[src/rtl/uart_rx_ctrl_if.sv]
// ---------------------------------------------------------------------------
// uart_rx_ctrl_if
//
// Bundles the serial line, the baud-generator handshake and the parallel
// byte output of the UART receive controller.
//
// Signals:
//   rx        raw serial line, asynchronous to clk, idle high
//   bps_sig   one-cycle mid-bit pulse from the baud generator
//   cnt_start enable to the baud generator, high for the whole frame
//   rx_data   last correctly received byte (DATA_W bits)
//   rx_done   one-cycle pulse, rx_data has just been updated
//   frame_err one-cycle pulse, stop bit sampled low and byte discarded
//   rx_busy   high whenever the receiver is not idle
//
// Modports:
//   master  the receive controller itself
//   slave   the surroundings (RX pin, baud generator, byte consumer)
// ---------------------------------------------------------------------------
interface uart_rx_ctrl_if #(
    parameter int DATA_W = 8
);
    logic              rx;
    logic              bps_sig;
    logic              cnt_start;
    logic [DATA_W-1:0] rx_data;
    logic              rx_done;
    logic              frame_err;
    logic              rx_busy;

    modport master (
        input  rx,
        input  bps_sig,
        output cnt_start,
        output rx_data,
        output rx_done,
        output frame_err,
        output rx_busy
    );

    modport slave (
        output rx,
        output bps_sig,
        input  cnt_start,
        input  rx_data,
        input  rx_done,
        input  frame_err,
        input  rx_busy
    );
endinterface

[src/rtl/uart_rx_ctrl.sv]
// ---------------------------------------------------------------------------
// uart_rx_ctrl
//
// UART 8N1 receive controller. The serial line is synchronised, a falling
// edge while idle starts a frame and enables the external baud generator
// (cnt_start). Every mid-bit bps_sig pulse samples the line: first the start
// bit (to reject glitches), then DATA_W data bits LSB first, then the stop
// bit. A good stop bit publishes the byte on rx_data with a one-cycle
// rx_done; a low stop bit raises a one-cycle frame_err and keeps the old
// byte. The frame is left at mid-stop-bit so the next start edge is never
// missed on back-to-back traffic.
//
// Ports:
//   clk     system clock (50 MHz, the baud generator divider assumes it)
//   rst_n   asynchronous active-low reset
//   rx_bus  uart_rx_ctrl_if master modport:
//             rx, bps_sig                      inputs
//             cnt_start, rx_data, rx_done,
//             frame_err, rx_busy               outputs
//
// Parameter:
//   DATA_W  data bits per frame, supported range 5..8; must match the
//           DATA_W of the connected interface instance.
// ---------------------------------------------------------------------------
module uart_rx_ctrl #(
    parameter int DATA_W = 8
) (
    input  logic           clk,
    input  logic           rst_n,
    uart_rx_ctrl_if.master rx_bus
);

    typedef enum logic [1:0] {
        IDLE  = 2'd0,
        START = 2'd1,
        DATA  = 2'd2,
        STOP  = 2'd3
    } state_t;

    localparam logic [3:0] LAST_BIT = 4'(DATA_W - 1);

    state_t            state_q, state_d;
    logic [3:0]        bit_cnt_q, bit_cnt_d;
    logic [DATA_W-1:0] sh_q, sh_d;
    logic [DATA_W-1:0] rx_data_q, rx_data_d;
    logic              cnt_start_q, cnt_start_d;
    logic              rx_done_q, rx_done_d;
    logic              frame_err_q, frame_err_d;

    logic              rx_s1_q, rx_s1_d;
    logic              rx_s2_q, rx_s2_d;
    logic              rx_s3_q, rx_s3_d;
    logic              fall_edge;

    // Two-flop synchroniser followed by a history flop. Everything resets to
    // the idle-high level so reset itself never looks like a start edge.
    always_comb begin
        rx_s1_d = rx_bus.rx;
        rx_s2_d = rx_s1_q;
        rx_s3_d = rx_s2_q;
    end

    always_ff @(posedge clk or negedge rst_n) begin
        if (!rst_n) begin
            rx_s1_q <= 1'b1;
            rx_s2_q <= 1'b1;
            rx_s3_q <= 1'b1;
        end else begin
            rx_s1_q <= rx_s1_d;
            rx_s2_q <= rx_s2_d;
            rx_s3_q <= rx_s3_d;
        end
    end

    // Only a real high-to-low transition starts a frame; a line held low
    // (break, or low after a framing error) produces no edge.
    assign fall_edge = rx_s3_q & ~rx_s2_q;

    // Next-state and datapath logic. All sampling uses the synchronised
    // line and happens only on bps_sig; the flags default low so they can
    // only ever be one-cycle pulses.
    always_comb begin
        state_d     = state_q;
        bit_cnt_d   = bit_cnt_q;
        sh_d        = sh_q;
        rx_data_d   = rx_data_q;
        cnt_start_d = cnt_start_q;
        rx_done_d   = 1'b0;
        frame_err_d = 1'b0;

        unique case (state_q)
            IDLE: begin
                cnt_start_d = 1'b0;
                if (fall_edge) begin
                    state_d     = START;
                    cnt_start_d = 1'b1;
                end
            end

            START: begin
                if (rx_bus.bps_sig) begin
                    if (!rx_s2_q) begin
                        state_d   = DATA;
                        bit_cnt_d = 4'd0;
                    end else begin
                        state_d     = IDLE;
                        cnt_start_d = 1'b0;
                    end
                end
            end

            DATA: begin
                if (rx_bus.bps_sig) begin
                    sh_d      = {rx_s2_q, sh_q[DATA_W-1:1]};
                    bit_cnt_d = bit_cnt_q + 4'd1;
                    if (bit_cnt_q == LAST_BIT) begin
                        state_d = STOP;
                    end
                end
            end

            STOP: begin
                if (rx_bus.bps_sig) begin
                    if (rx_s2_q) begin
                        rx_data_d = sh_q;
                        rx_done_d = 1'b1;
                    end else begin
                        frame_err_d = 1'b1;
                    end
                    state_d     = IDLE;
                    cnt_start_d = 1'b0;
                end
            end

            default: begin
                state_d     = IDLE;
                cnt_start_d = 1'b0;
            end
        endcase
    end

    // Frame state, counters and registered outputs.
    always_ff @(posedge clk or negedge rst_n) begin
        if (!rst_n) begin
            state_q     <= IDLE;
            bit_cnt_q   <= 4'd0;
            sh_q        <= '0;
            rx_data_q   <= '0;
            cnt_start_q <= 1'b0;
            rx_done_q   <= 1'b0;
            frame_err_q <= 1'b0;
        end else begin
            state_q     <= state_d;
            bit_cnt_q   <= bit_cnt_d;
            sh_q        <= sh_d;
            rx_data_q   <= rx_data_d;
            cnt_start_q <= cnt_start_d;
            rx_done_q   <= rx_done_d;
            frame_err_q <= frame_err_d;
        end
    end

    assign rx_bus.cnt_start = cnt_start_q;
    assign rx_bus.rx_data   = rx_data_q;
    assign rx_bus.rx_done   = rx_done_q;
    assign rx_bus.frame_err = frame_err_q;
    assign rx_bus.rx_busy   = (state_q != IDLE);

endmodule

[src/flat_wrapper.sv]
// flat-port wrapper written by rule: the top's interface ports become plain ports
module uart_rx_ctrl_flat 
#(
    parameter int DATA_W = 8
)
  (clk, rst_n, rx_bus_rx, rx_bus_bps_sig, rx_bus_cnt_start, rx_bus_rx_data, rx_bus_rx_done, rx_bus_frame_err, rx_bus_rx_busy);
  uart_rx_ctrl_if #(.DATA_W(DATA_W)) rx_bus_i ();
  input  logic clk;
  input  logic rst_n;
  input wire logic [$bits(rx_bus_i.rx)-1:0] rx_bus_rx;
  input wire logic [$bits(rx_bus_i.bps_sig)-1:0] rx_bus_bps_sig;
  output wire logic [$bits(rx_bus_i.cnt_start)-1:0] rx_bus_cnt_start;
  output wire logic [$bits(rx_bus_i.rx_data)-1:0] rx_bus_rx_data;
  output wire logic [$bits(rx_bus_i.rx_done)-1:0] rx_bus_rx_done;
  output wire logic [$bits(rx_bus_i.frame_err)-1:0] rx_bus_frame_err;
  output wire logic [$bits(rx_bus_i.rx_busy)-1:0] rx_bus_rx_busy;
  assign rx_bus_i.rx = rx_bus_rx;
  assign rx_bus_i.bps_sig = rx_bus_bps_sig;
  assign rx_bus_cnt_start = rx_bus_i.cnt_start;
  assign rx_bus_rx_data = rx_bus_i.rx_data;
  assign rx_bus_rx_done = rx_bus_i.rx_done;
  assign rx_bus_frame_err = rx_bus_i.frame_err;
  assign rx_bus_rx_busy = rx_bus_i.rx_busy;
  uart_rx_ctrl #(.DATA_W(DATA_W)) u_core (.clk(clk), .rst_n(rst_n), .rx_bus(rx_bus_i));
endmodule
[config.mk]
export PLATFORM = sky130hd
export DESIGN_NAME = uart_rx_ctrl_flat
export DESIGN_NICKNAME = d
export VERILOG_FILES = /design/src/rtl/uart_rx_ctrl_if.sv /design/src/rtl/uart_rx_ctrl.sv /design/src/flat_wrapper.sv
export SDC_FILE = /design/constraint.sdc
export NUM_CORES = 1
export LEC_CHECK = 0
export ABC_CLOCK_PERIOD_IN_PS = 1500
export BUFFER_PORTS_ARGS = -buffer_cell sky130_fd_sc_hd__buf_4
export CORE_ASPECT_RATIO = 0.8
export CORE_MARGIN = 2
export CORE_UTILIZATION = 50
export DETAILED_ROUTE_END_ITERATION = 6
export PLACE_DENSITY_LB_ADDON = 0.15
export SLEW_MARGIN = 40
export SYNTH_ARGS = -nofsm -noshare
export SYNTH_HDL_FRONTEND = slang
export SYNTH_SLANG_ARGS = --single-unit
export TNS_END_PERCENT = 50
[constraint.sdc]
create_clock -name clk -period 1.5 [get_ports clk]
set_input_delay 0.075 -clock clk [delete_from_list [all_inputs] [get_ports clk]]
set_output_delay 0.075 -clock clk [all_outputs]
set_load 0.02 [all_outputs]
# After elaboration in Yosys (flattened, before gate mapping)

Index checks and enable logic that the tools add are counted.

Word-level logic and storage cells: 55
Output and inout port bits: 12
Input port bits: 4
Bits in registers: 28

Reductions and logical operators: 9
Bitwise gates (word level): 2
Equality and inequality tests: 11
Add/sub/neg operators: 1
Multiplexer cells: 22

Operators with widths:

| cell                | count |
|---|---|
| $mux 2              | 6 |
| $mux 4              | 3 |
| $mux 1              | 10 |
| $ne 2x2->1 const B  | 4 |
| $pmux 2 s4          | 1 |
| $pmux 4 s2          | 1 |
| $reduce_and 4->1    | 2 |
| $ne 2x1->1 const B  | 3 |
| $reduce_and 5->1    | 1 |
| $add 4x1->4 const B | 1 |
| $eq 2x2->1 const B  | 2 |
| $eq 4x3->1 const B  | 1 |
| $reduce_bool 2->1   | 2 |
| $pmux 1 s3          | 1 |
| $reduce_and 3->1    | 1 |
| $reduce_bool 3->1   | 1 |
| $eq 2x1->1 const B  | 1 |
| $logic_not 2->1     | 1 |
| $reduce_and 2->1    | 1 |
| $and 1x1->1         | 1 |
| $not 1->1           | 1 |

# Depth between registers and ports, before layout

Gate-level depths: netlist of run 1.

Depth after elaboration: 4
Depth in mapped cells: 5
Depth with buffers taken out: 4

# Least setup slack after synthesis of run 1

Ideal clock, no wire load.

Path type: flip-flop to flip-flop
Start point: reg u_core.state_q[0]
End point: reg u_core.sh_q[1]
Period minus slack after synthesis: 1236 ps
Stages on the path, launching flop included: 5
Arrival: 1110 ps
Setup slack: 264 ps
Library setup time: 125 ps
Path through: dfrtp_1 -> buf_6 -> nand3b_1 -> buf_6 -> mux2_4

Cells in the longest elaborated chain, start to end: 2

RTL lines:

| what                              | line                | RTL |
|---|---|---|
| from (decl)                       | uart_rx_ctrl.sv:42  | `state_t state_q, state_d;` |
| from (signal assigned)            | uart_rx_ctrl.sv:153 | `state_q <= state_d;` |
| $eq 2x2->1                        | uart_rx_ctrl.sv:91  | `unique case (state_q)` |
| $reduce_and 2->1 (no source line) | -                   |  |
| to (signal assigned)              | uart_rx_ctrl.sv:147 | `sh_q <= '0;` |
| to (signal assigned)              | uart_rx_ctrl.sv:155 | `sh_q <= sh_d;` |
| to (decl)                         | uart_rx_ctrl.sv:44  | `logic [DATA_W-1:0] sh_q, sh_d;` |

Every way passes these cells.
A chain may end at the register's enable or synchronous reset.

==> impl_metrics.env, run 1 <==
export IMPL_status="complete, no violations"
export IMPL_antenna_found_initial=0
export IMPL_slew_headroom_pct=77.2
export IMPL_critPathKind="register to output pin"
export IMPL_area_growth_pct=17.3
export IMPL_met3_usage_pct=5.68
export IMPL_tightest_slew_ns=0.342
export IMPL_clkTransAtPathRegs_ns=0.16
export IMPL_ys_warnings_count=0
export IMPL_synth_seq_cells=28
export IMPL_finalSetupTns_ns=0
export IMPL_io_pins=16
export IMPL_worstHoldStart="rx_bus_bps_sig"
export IMPL_total_power_mw=2.37
export IMPL_drive_above_1_share_pct=38.9
export IMPL_multi_input_area_um2=444
export IMPL_grt_usage_pct=17.4
export IMPL_layout_min_cycle_time_ns=1.44
export IMPL_die_x_um=58.5
export IMPL_die_area_mm2=0.00278
export IMPL_cp_start_kind="register"
export IMPL_viasPerCell=5.35
export IMPL_synthMuxAreaShare_pct=19.2
export IMPL_synth_largest_area_cell="dfrtp_1"
export IMPL_fillCellCount=173
export IMPL_clock_sinks=28
export IMPL_num_vias=712
export IMPL_drtPass1Iterations=3
export IMPL_grt_max_degree=29
export IMPL_synth_top_cells_by_area="dfrtp_1 53%, mux2_4 8.9%, dfstp_2 6.6%"
export IMPL_top_usage_layer="met2"
export IMPL_cp_max_fo=13
export IMPL_diodes=0
export IMPL_cp_top_family="flip-flops"
export IMPL_clockBufferDepth=2
export IMPL_grt_pass1_wl_um=3310
export IMPL_start_util_pct=54.0
export IMPL_synth_simple_gate_area_share_pct=11.1
export IMPL_cp_arrival_ns=1.36
export IMPL_grt_pass1_vias=688
export IMPL_chipHeight_um=47.6
export IMPL_detail_route_antenna_nets=0
export IMPL_path_cells="buf_6 > or2_2 > buf_4"
export IMPL_final_max_slew_viol_count=0
export IMPL_remaining_drc_errors=0
export IMPL_worstHoldPathType="primary input to register"
export IMPL_worst_setup_path_end_kind="output pin"
export IMPL_cts_tree="done"
export IMPL_syn_nets=90
export IMPL_power_density_mw_per_mm2=1710
export IMPL_rrSetupSlack_ns=0.12
export IMPL_post_drt_wl_per_cell_um=14.6
export IMPL_coreArea_mm2=0.00220
export IMPL_max_cap_violations=0
export IMPL_wl_um=1940
export IMPL_crit_required_ns=1.42
export IMPL_yosysUniqueCellTypes=24
export IMPL_dr_first_iter_drc_count=15
export IMPL_ir_worst_vdd_uv=1030
export IMPL_avgSynthCellArea_um2=14.0
export IMPL_ys_async_sr_fraction_pct=100
export IMPL_ys_seq_area_share_pct=59.4
export IMPL_cp_buffers_inverters=2
export IMPL_overflow=0
export IMPL_dp_final_hpwl_um=1410
export IMPL_synth_fa_ha_area_share_pct=1.05
export IMPL_yosys_most_used_dff="dfrtp_1"
export IMPL_clkLatencyLatePin_ns=0.34
export IMPL_leakagePower_nw=0.698
export IMPL_synth_edff_count=0
export IMPL_synth_top_family_by_area="multiplexers"
export IMPL_grt_util_met2_pct=29.0
export IMPL_num_rows=15
export IMPL_synth_compound_area_share_pct=6.12
export IMPL_clock_fmax_ghz=0.696
export IMPL_synthCells=85
export IMPL_grt_met1_usage_pct=20.4
export IMPL_netlist_area_mm2=0.00119
export IMPL_slowest_stage="dfrtp_1"
export IMPL_post_route_period_util_pct=95.8
export IMPL_dp_cells=126
export IMPL_layout_common_cells="25 x dfrtp_1, 19 x buf_4, 7 x a21oi_1, 7 x mux2_1, 7 x mux2_4"
export IMPL_max_stage_delay_ns=0.42
export IMPL_seq_area_um2=704
export IMPL_final_common_cell="dfrtp_1"
export IMPL_layout_cells_non_filler=133
export IMPL_finalHoldViolCount=0
export IMPL_port_buffers=15
export IMPL_synth_xor_area_share_pct=0
export IMPL_gp_congestion=0.706
export IMPL_numCtsBuffers=3
export IMPL_fin_skew_ns=0.0237
export IMPL_cts_root_buf="clkbuf_4"
export IMPL_setup_violations=0
export IMPL_cts_max_level=1
export IMPL_rsz0062_at_grt="false"
export IMPL_final_core_util_pct=63.4
export IMPL_nets=114
export IMPL_synth_top_area_share_pct=52.7
-- synth_stat cells (2+ instances only) --
library cell / n
inv_1: 3
nor3_1: 3
nand3b_1: 2
mux2_2: 3
nand2_1: 3
dfstp_2: 3
a21oi_1: 7
o31ai_1: 2
mux2_1: 7
and2b_2: 4
dfrtp_1: 25
buf_6: 2
nor2_1: 4
mux2_4: 7
-- final cells by class --
| cell class | count | area share (%) |
|---|---|---|
| timing repair buffer | 22 | 12.5 |
| tap | 25 | 2.25 |
| inverter | 3 | 0.809 |
| multi-input combinational | 51 | 31.9 |
| clock buffer | 4 | 1.89 |
| sequential | 28 | 50.6 |
-- path summary, 6_finish.rpt --
kind / to / cells after the start
worst max-delay path: rx_bus_rx_busy / 3
worst min-delay path: u_core.rx_bus.frame_err / 3
worst max register to register: u_core.sh_q[6] / 4
worst min register to register: u_core.rx_s2_q / 0
max in group asynchronous: u_core.rx_s1_q / 2
min in group asynchronous: u_core.rx_bus.cnt_start / 2
-- where the power goes --
group / switching, mW / internal (mW) / total [mW]
Sequential: 0.166 / 0.979 / 1.15
Clock: 0.214 / 0.104 / 0.319
Combinational: 0.408 / 0.501 / 0.909
-- cells by family (layout without fill, tap and decap cells) --
| logic type | after synthesis | in the layout |
|---|---|---|
| flops | 28 | 28 |
| simple gates | 20 | 20 |
| mux | 18 | 18 |
| compound gates | 12 | 12 |
| buf+inv | 6 | 29 |
| fa+ha+maj | 1 | 1 |
-- worst reg2reg max path: stages, from the launching register on --
cell and delay (ns):
dfrtp_1 0.42, buf_4 0.14, nand3b_1 0.17, buf_4 0.21, mux2_4 0.31
-- metrics by stage --
| step | hold slack, ns | setup WS, ns | instance area (um^2) |
|---|---|---|---|
| after floorplan | -0.221 | 0.264 | 1190 |
| after global placement | 0.0116 | 0.209 | 1330 |
| after detailed placement | 0.0130 | 0.187 | 1330 |
| after CTS | 0.0341 | 0.0154 | 1380 |
| after global routing | 0.0508 | 0.0176 | 1390 |
| final | 0.0373 | 0.0635 | 1390 |
-- metal layers --
| metal | part of all wire, % | up-vias |
|---|---|---|
| met3 | 3.8 | 5 |
| met4 | 2.2 | 0 |
| met1 | 49 | 348 |
| met2 | 45 | 12 |
| met5 | 0 | - |
| li1 | - | 347 |
-- timing repair --
action | 4_1_cts | 5_1_grt
gates resized for setup | 0 | 1
hold buffers | 2 | 0
endpoints found under the hold margin | 29 | 0
buffers inserted | 0 | 1
setup endpoints to repair | 0 | 1
Power figures use the tool's default switching activity.
==> run 2, diff against run 1 <==
--- a/config.mk
+++ b/config.mk
@@ -16,4 +16,4 @@
 export SYNTH_ARGS = -nofsm -noshare
 export SYNTH_HDL_FRONTEND = slang
 export SYNTH_SLANG_ARGS = --single-unit
-export TNS_END_PERCENT = 50
+export TNS_END_PERCENT = 20
==> constraint.sdc (replaced) <==
create_clock -name clk -period 1.5 [get_ports clk]
set_input_delay 0.225 -clock clk [delete_from_list [all_inputs] [get_ports clk]]
set_output_delay 0.225 -clock clk [all_outputs]
set_load 0.02 [all_outputs]
==> run 2 against run 1 <==
Net effect:
- die area unchanged
- first-iteration DRC count up 60%
- sequential power about the same
- core utilization up 0.28 points
- global-route usage down 2.1 points
- fmax up 0.51%
- critical path depth down 1
- largest cell class unchanged
- setup slack better by 0.0073 ns
- largest power group unchanged
- final cell count up 0.75%
- clock power down 4%
- power down 0.31%
==> impl_metrics.env, run 2 (synthesis gave the netlist of run 1 again) <==
export IMPL_clock_sinks=28
export IMPL_dr_first_iter_drc_count=24
export IMPL_num_rows=15
export IMPL_grt_pass1_vias=671
export IMPL_coreArea_mm2=0.00220
export IMPL_final_max_slew_viol_count=0
export IMPL_switching_share_pct=32.7
export IMPL_viasPerCell=5.28
export IMPL_layout_common_cells="23 x dfrtp_1, 21 x buf_4, 7 x a21oi_1, 7 x mux2_1, 7 x mux2_4"
export IMPL_io_pins=16
export IMPL_power_share_clock_pct=13.0
export IMPL_final_common_cell="dfrtp_1"
export IMPL_grt_max_degree=29
export IMPL_min_path_cells=3
export IMPL_timing_hold_ws_ns=0.205
export IMPL_sequentialPowerShare_pct=48.3
export IMPL_ff2ff_path_depth=4
export IMPL_reg2reg_from="u_core.state_q[0]"
export IMPL_cts_max_level=1
export IMPL_overflow=0
export IMPL_seq_area_um2=707
export IMPL_layout_min_cycle_time_ns=1.43
export IMPL_hold_path_end="u_core.rx_bus.frame_err"
export IMPL_worstHoldPathType="primary input to register"
export IMPL_dp_final_hpwl_um=1280
export IMPL_remaining_drc_errors=0
export IMPL_cts_tree="done"
export IMPL_worstHoldStart="rx_bus_bps_sig"
export IMPL_cp_max_fo=3
export IMPL_multi_input_area_um2=444
export IMPL_cp_arrival_ns=1.20
export IMPL_rsz0062_at_grt="false"
export IMPL_clock_fmax_ghz=0.700
export IMPL_die_x_um=58.5
export IMPL_combPwrFrac_pct=38.7
export IMPL_power_density_mw_per_mm2=1690
export IMPL_post_route_period_util_pct=95.3
export IMPL_rrSetupSlack_ns=0.15
export IMPL_detail_route_antenna_nets=0
export IMPL_grt_pass1_wl_um=3010
export IMPL_status="complete, no violations"
export IMPL_chipHeight_um=47.6
export IMPL_cts_root_buf="clkbuf_4"
export IMPL_crit_required_ns=1.27
export IMPL_nets=115
export IMPL_finalHoldViolCount=0
export IMPL_worst_setup_path_end_kind="output pin"
export IMPL_slowest_stage="dfrtp_2"
export IMPL_total_power_mw=2.37
export IMPL_setup_violations=0
export IMPL_area_growth_pct=17.8
export IMPL_die_area_mm2=0.00278
export IMPL_clockBufferDepth=2
export IMPL_r2r_end="u_core.sh_q[6]"
export IMPL_max_cap_violations=0
export IMPL_critPathKind="register to output pin"
export IMPL_fillCellCount=176
export IMPL_max_stage_delay_ns=0.43
export IMPL_wl_um=1860
export IMPL_clkLatencyLatePin_ns=0.33
export IMPL_tightest_slew_ns=0.346
export IMPL_fin_skew_ns=0.0144
export IMPL_path_cells="or2_2 > buf_4"
export IMPL_post_drt_wl_per_cell_um=13.9
export IMPL_cp_start_kind="register"
export IMPL_port_buffers=15
export IMPL_drtPass1Iterations=4
export IMPL_leakagePower_nw=0.700
export IMPL_grt_usage_pct=15.3
export IMPL_clkTransAtPathRegs_ns=0.14
export IMPL_diodes=0
export IMPL_power_net_switching_uw=775
export IMPL_ir_worst_vdd_uv=1090
export IMPL_p_int_mw=1.59
export IMPL_slew_headroom_pct=76.9
export IMPL_start_util_pct=54.0
export IMPL_numCtsBuffers=3
export IMPL_finalSetupTns_ns=0
export IMPL_gp_congestion=0.686
export IMPL_num_vias=708
export IMPL_antenna_found_initial=0
export IMPL_drive_above_1_share_pct=41.3
run 2: cell count changes in the layout (fill, tap and decap cells not counted), sizes merged:
cell / change
buf: +1
run 2: worst max path at each step:
stage,from,end
detailed placement,u_core.rx_s2_q,u_core.rx_bus.rx_data[5]
finish,register,rx_bus_rx_busy
global route,register,rx_bus_rx_busy
CTS,register,rx_bus_rx_busy
global placement,u_core.state_q[0],u_core.rx_bus.rx_data[4]
floorplan,u_core.state_q[0],u_core.sh_q[1]
run 2: power groups by stage:
stage | clock network [mW] | logic (mW) | registers [mW]
after floorplan | 0 | 0.524 | 1.22
after global placement | 0 | 0.849 | 1.17
final | 0.307 | 0.916 | 1.14
after CTS | 0.331 | 0.871 | 1.17
after global routing | 0.353 | 0.996 | 1.17
after detailed placement | 0 | 0.863 | 1.18
run 2: repair_timing:
| item | in CTS | in global routing |
|---|---|---|
| hold buffers | 2 | 0 |
| setup endpoints to repair | 1 | 1 |
| endpoints found under the hold margin | 26 | 0 |
| pin swaps | 0 | 0 |
| resized for setup | 1 | 1 |
| setup buffers | 0 | 2 |
run 2: layout make-up:
cell class	count	area share, %
repair buffers	23	12.7
well taps	25	2.24
clock buffers	4	1.88
multi-input cells	51	31.8
inverters	3	0.806
flip-flops and latches	28	50.6
run 2: through the flow:
step | std cells | utilization [%] | instance area (um^2) | setup WS (ns)
floorplan | 85 | - | 1190 | 0.264
global placement | 126 | 60.7 | 1330 | 0.231
detailed placement | 126 | 60.7 | 1330 | 0.195
CTS | 132 | 62.9 | 1380 | 0.00270
global route | 134 | 63.6 | 1400 | 0.0218
finish | 134 | 63.6 | 1400 | 0.0709
run 2: worst max-delay path, delay by kind of cell, from the launching register on:
kind,cells,cell delay (ns)
buffers and inverters,1,0.16
DFF,1,0.43
and+or+nand+nor,1,0.29
run 2: per-layer routing:
| metal | vias to the layer above | GRT usage, % | wire [um] |
|---|---|---|---|
| li1 | 350 | - | - |
| met3 | 2 | 4.86 | 98 |
| met5 | - | 0 | 0 |
| met4 | 0 | 5.58 | 13 |
| met1 | 338 | 19.5 | 904 |
| met2 | 18 | 25.2 | 845 |
==> run 3, diff against run 2 <==
--- a/config.mk
+++ b/config.mk
@@ -5,6 +5,7 @@
 export SDC_FILE = /design/constraint.sdc
 export NUM_CORES = 1
 export LEC_CHECK = 0
+export ABC_AREA = 1
 export ABC_CLOCK_PERIOD_IN_PS = 1500
 export BUFFER_PORTS_ARGS = -buffer_cell sky130_fd_sc_hd__buf_4
 export CORE_ASPECT_RATIO = 0.8
==> run 3 against run 2 <==
Net effect:
- setup slack improved by 0.076 ns
- clock power hardly changed
- routed wire length shrank 5.6%
- via count grew 13%
- final cell count up 25%
- core utilization is 2.1 points lower
- clock skew shrank 0.0060 ns
- sequential cell count did not move
- final area down 5.0%
==> impl_metrics.env, run 3 <==
export IMPL_leakagePower_nw=0.668
export IMPL_dp_final_hpwl_um=1260
export IMPL_cp_start_kind="register"
export IMPL_sequentialPowerShare_pct=48.2
export IMPL_start_util_pct=52.6
export IMPL_post_route_period_util_pct=90.2
export IMPL_overflow=0
export IMPL_hold_path_end="u_core.state_q[0]"
export IMPL_numCtsBuffers=3
export IMPL_switching_share_pct=37.5
export IMPL_diodes=0
export IMPL_chipHeight_um=46.6
export IMPL_cts_hold_buf=2
export IMPL_slew_headroom_pct=77.2
export IMPL_gp_congestion=0.714
export IMPL_synth_compound_area_share_pct=10.0
export IMPL_finalSetupTns_ns=0
export IMPL_die_x_um=57.3
export IMPL_synth_top_cells_by_area="dfrtp_1 55%, nand2_1 7.9%, dfstp_2 6.9%"
export IMPL_min_path_cells=4
export IMPL_synthMuxAreaShare_pct=0
export IMPL_wl_um=1760
export IMPL_ys_warnings_count=0
export IMPL_critPathKind="register to output pin"
export IMPL_synthCells=120
export IMPL_synth_top_family_by_area="simple AND/OR/NAND/NOR gates"
export IMPL_combPwrFrac_pct=39.1
export IMPL_cts_setup_buffers=0
export IMPL_synth_edff_count=0
export IMPL_ff2ff_path_depth=5
export IMPL_crit_required_ns=1.27
export IMPL_synth_xor_area_share_pct=0
export IMPL_power_density_mw_per_mm2=1830
export IMPL_synth_most_common_cell="dfrtp_1"
export IMPL_cts_repair_resized=0
export IMPL_syn_nets=125
export IMPL_final_common_cell="dfrtp_1"
export IMPL_final_max_slew_viol_count=0
export IMPL_io_pins=16
export IMPL_fin_skew_ns=0.00842
export IMPL_synth_largest_area_cell="dfrtp_1"
export IMPL_nets=148
export IMPL_final_core_util_pct=61.5
export IMPL_drtPass1Iterations=4
export IMPL_r2r_end="u_core.rx_bus.rx_data[4]"
export IMPL_synth_seq_cells=28
export IMPL_reg2reg_from="u_core.rx_s2_q"
export IMPL_power_net_switching_uw=913
export IMPL_post_drt_wl_per_cell_um=10.5
export IMPL_synth_fa_ha_area_share_pct=1.10
export IMPL_remaining_drc_errors=0
export IMPL_clkLatencyLatePin_ns=0.32
export IMPL_cp_arrival_ns=1.13
export IMPL_cp_max_fo=4
export IMPL_yosys_most_used_dff="dfrtp_1"
export IMPL_die_area_mm2=0.00267
export IMPL_yosysUniqueCellTypes=18
export IMPL_ys_async_sr_fraction_pct=100
export IMPL_dr_first_iter_drc_count=16
export IMPL_worst_setup_path_end_kind="output pin"
export IMPL_avgSynthCellArea_um2=9.46
export IMPL_detail_route_antenna_nets=0
export IMPL_clock_fmax_ghz=0.739
export IMPL_rrSetupSlack_ns=0.21
export IMPL_layout_min_cycle_time_ns=1.35
export IMPL_coreArea_mm2=0.00216
export IMPL_status="complete, no violations"
export IMPL_p_int_mw=1.52
export IMPL_cts_max_level=1
export IMPL_worstHoldStart="rx_bus_bps_sig"
export IMPL_grt_pass1_vias=723
export IMPL_max_cap_violations=0
export IMPL_synthTopCellsByCount="25 x dfrtp_1, 24 x nand2_1, 16 x inv_1, 16 x nor2_1, 14 x o21ai_0"
export IMPL_clock_sinks=28
export IMPL_power_share_clock_pct=12.7
export IMPL_tightest_slew_ns=0.343
export IMPL_timing_hold_ws_ns=0.189
export IMPL_synth_top_area_share_pct=55.1
export IMPL_setup_violations=0
export IMPL_layout_cells_non_filler=167
export IMPL_grt_max_degree=29
export IMPL_port_buffers=15
export IMPL_drive_above_1_share_pct=21.8
export IMPL_viasPerCell=4.80
export IMPL_worstHoldPathType="primary input to register"
export IMPL_dp_cells=161
export IMPL_grt_pass1_wl_um=3070
export IMPL_area_growth_pct=17.0
export IMPL_cts_root_buf="clkbuf_4"
export IMPL_clockBufferDepth=2
export IMPL_antenna_found_initial=0
export IMPL_clkTransAtPathRegs_ns=0.13
export IMPL_num_rows=15
export IMPL_finalHoldViolCount=0
export IMPL_ys_seq_area_share_pct=62.1
export IMPL_num_vias=802
export IMPL_netlist_area_mm2=0.00113
export IMPL_ir_worst_vdd_uv=1190
export IMPL_rsz0062_at_grt="false"
export IMPL_cts_tree="done"
export IMPL_synth_simple_gate_area_share_pct=18.7
export IMPL_layout_common_cells="25 x dfrtp_1, 24 x nand2_1, 19 x buf_4, 16 x inv_1, 16 x nor2_1"
export IMPL_grt_usage_pct=15.9
-- run 3: changes by cell type in the layout (fill, tap and decap cells not counted), sizes merged, moves of 4 or more --
cell	before	now
nand2	3	26
mux2	17	0
inv	3	17
o21ai	1	15
nor2	4	16
and2b	4	0
-- run 3: worst max-delay path, cell delays in order (launching register included) --
cell and delay (ns):
dfrtp_1 0.44, inv_1 0.13, nand2_1 0.09, buf_4 0.16
-- run 3: final cells by class --
cell class | count | area, um^2
Timing Repair Buffer | 21 | 163
Tap cell | 25 | 31.3
Sequential cell | 28 | 704
Clock buffer | 4 | 26.3
Inverter | 17 | 63.8
Multi-Input combinational cell | 72 | 339
Fill cell | 194 | 831
-- run 3: cells by family (layout without fill, tap and decap cells) --
group / Yosys count / in the layout
DFF: 28 / 28
buffers and inverters: 20 / 42
AOI/OAI and AO/OA: 22 / 22
and+or+nand+nor: 49 / 49
adders and majority gates: 1 / 1
-- run 3: worst max path at each step --
stage                   start                  endpoint  slack, ns  depth (start not counted)
3_3_place_gp   u_core.rx_s2_q  u_core.rx_bus.rx_data[5]       0.25                          5
4_1_cts              register            rx_bus_rx_busy       0.13                          3
3_5_place_dp   u_core.rx_s2_q  u_core.rx_bus.rx_data[1]       0.22                          5
5_1_grt              register            rx_bus_rx_busy       0.06                          3
2_1_floorplan  u_core.rx_s2_q  u_core.rx_bus.rx_data[7]       0.24                          4
6_report             register            rx_bus_rx_busy       0.15                          3
-- run 3: through the flow --
stage	power (mW)	cell area, um^2	setup WS [ns]
finish	2.44	1330	0.147
global route	2.65	1330	0.0580
CTS	2.47	1330	0.131
detailed placement	2.15	1280	0.224
global placement	2.13	1280	0.251
floorplan	1.78	1130	0.240
-- run 3: power groups by stage --
stage / Clock, mW / Combinational, mW / Sequential, mW
after global placement: 0 / 0.946 / 1.19
after detailed placement: 0 / 0.959 / 1.19
after CTS: 0.326 / 0.966 / 1.18
after global routing: 0.352 / 1.09 / 1.21
final: 0.310 / 0.952 / 1.17
after floorplan: 0 / 0.443 / 1.34
-- run 3: layer usage --
layer | vias to the layer above | wire (um) | track usage [%]
met5 | - | 0 | 0
met4 | 0 | 13 | 4.19
met3 | 2 | 78 | 6.74
met2 | 15 | 758 | 24.4
met1 | 369 | 907 | 20.9
li1 | 416 | - | -
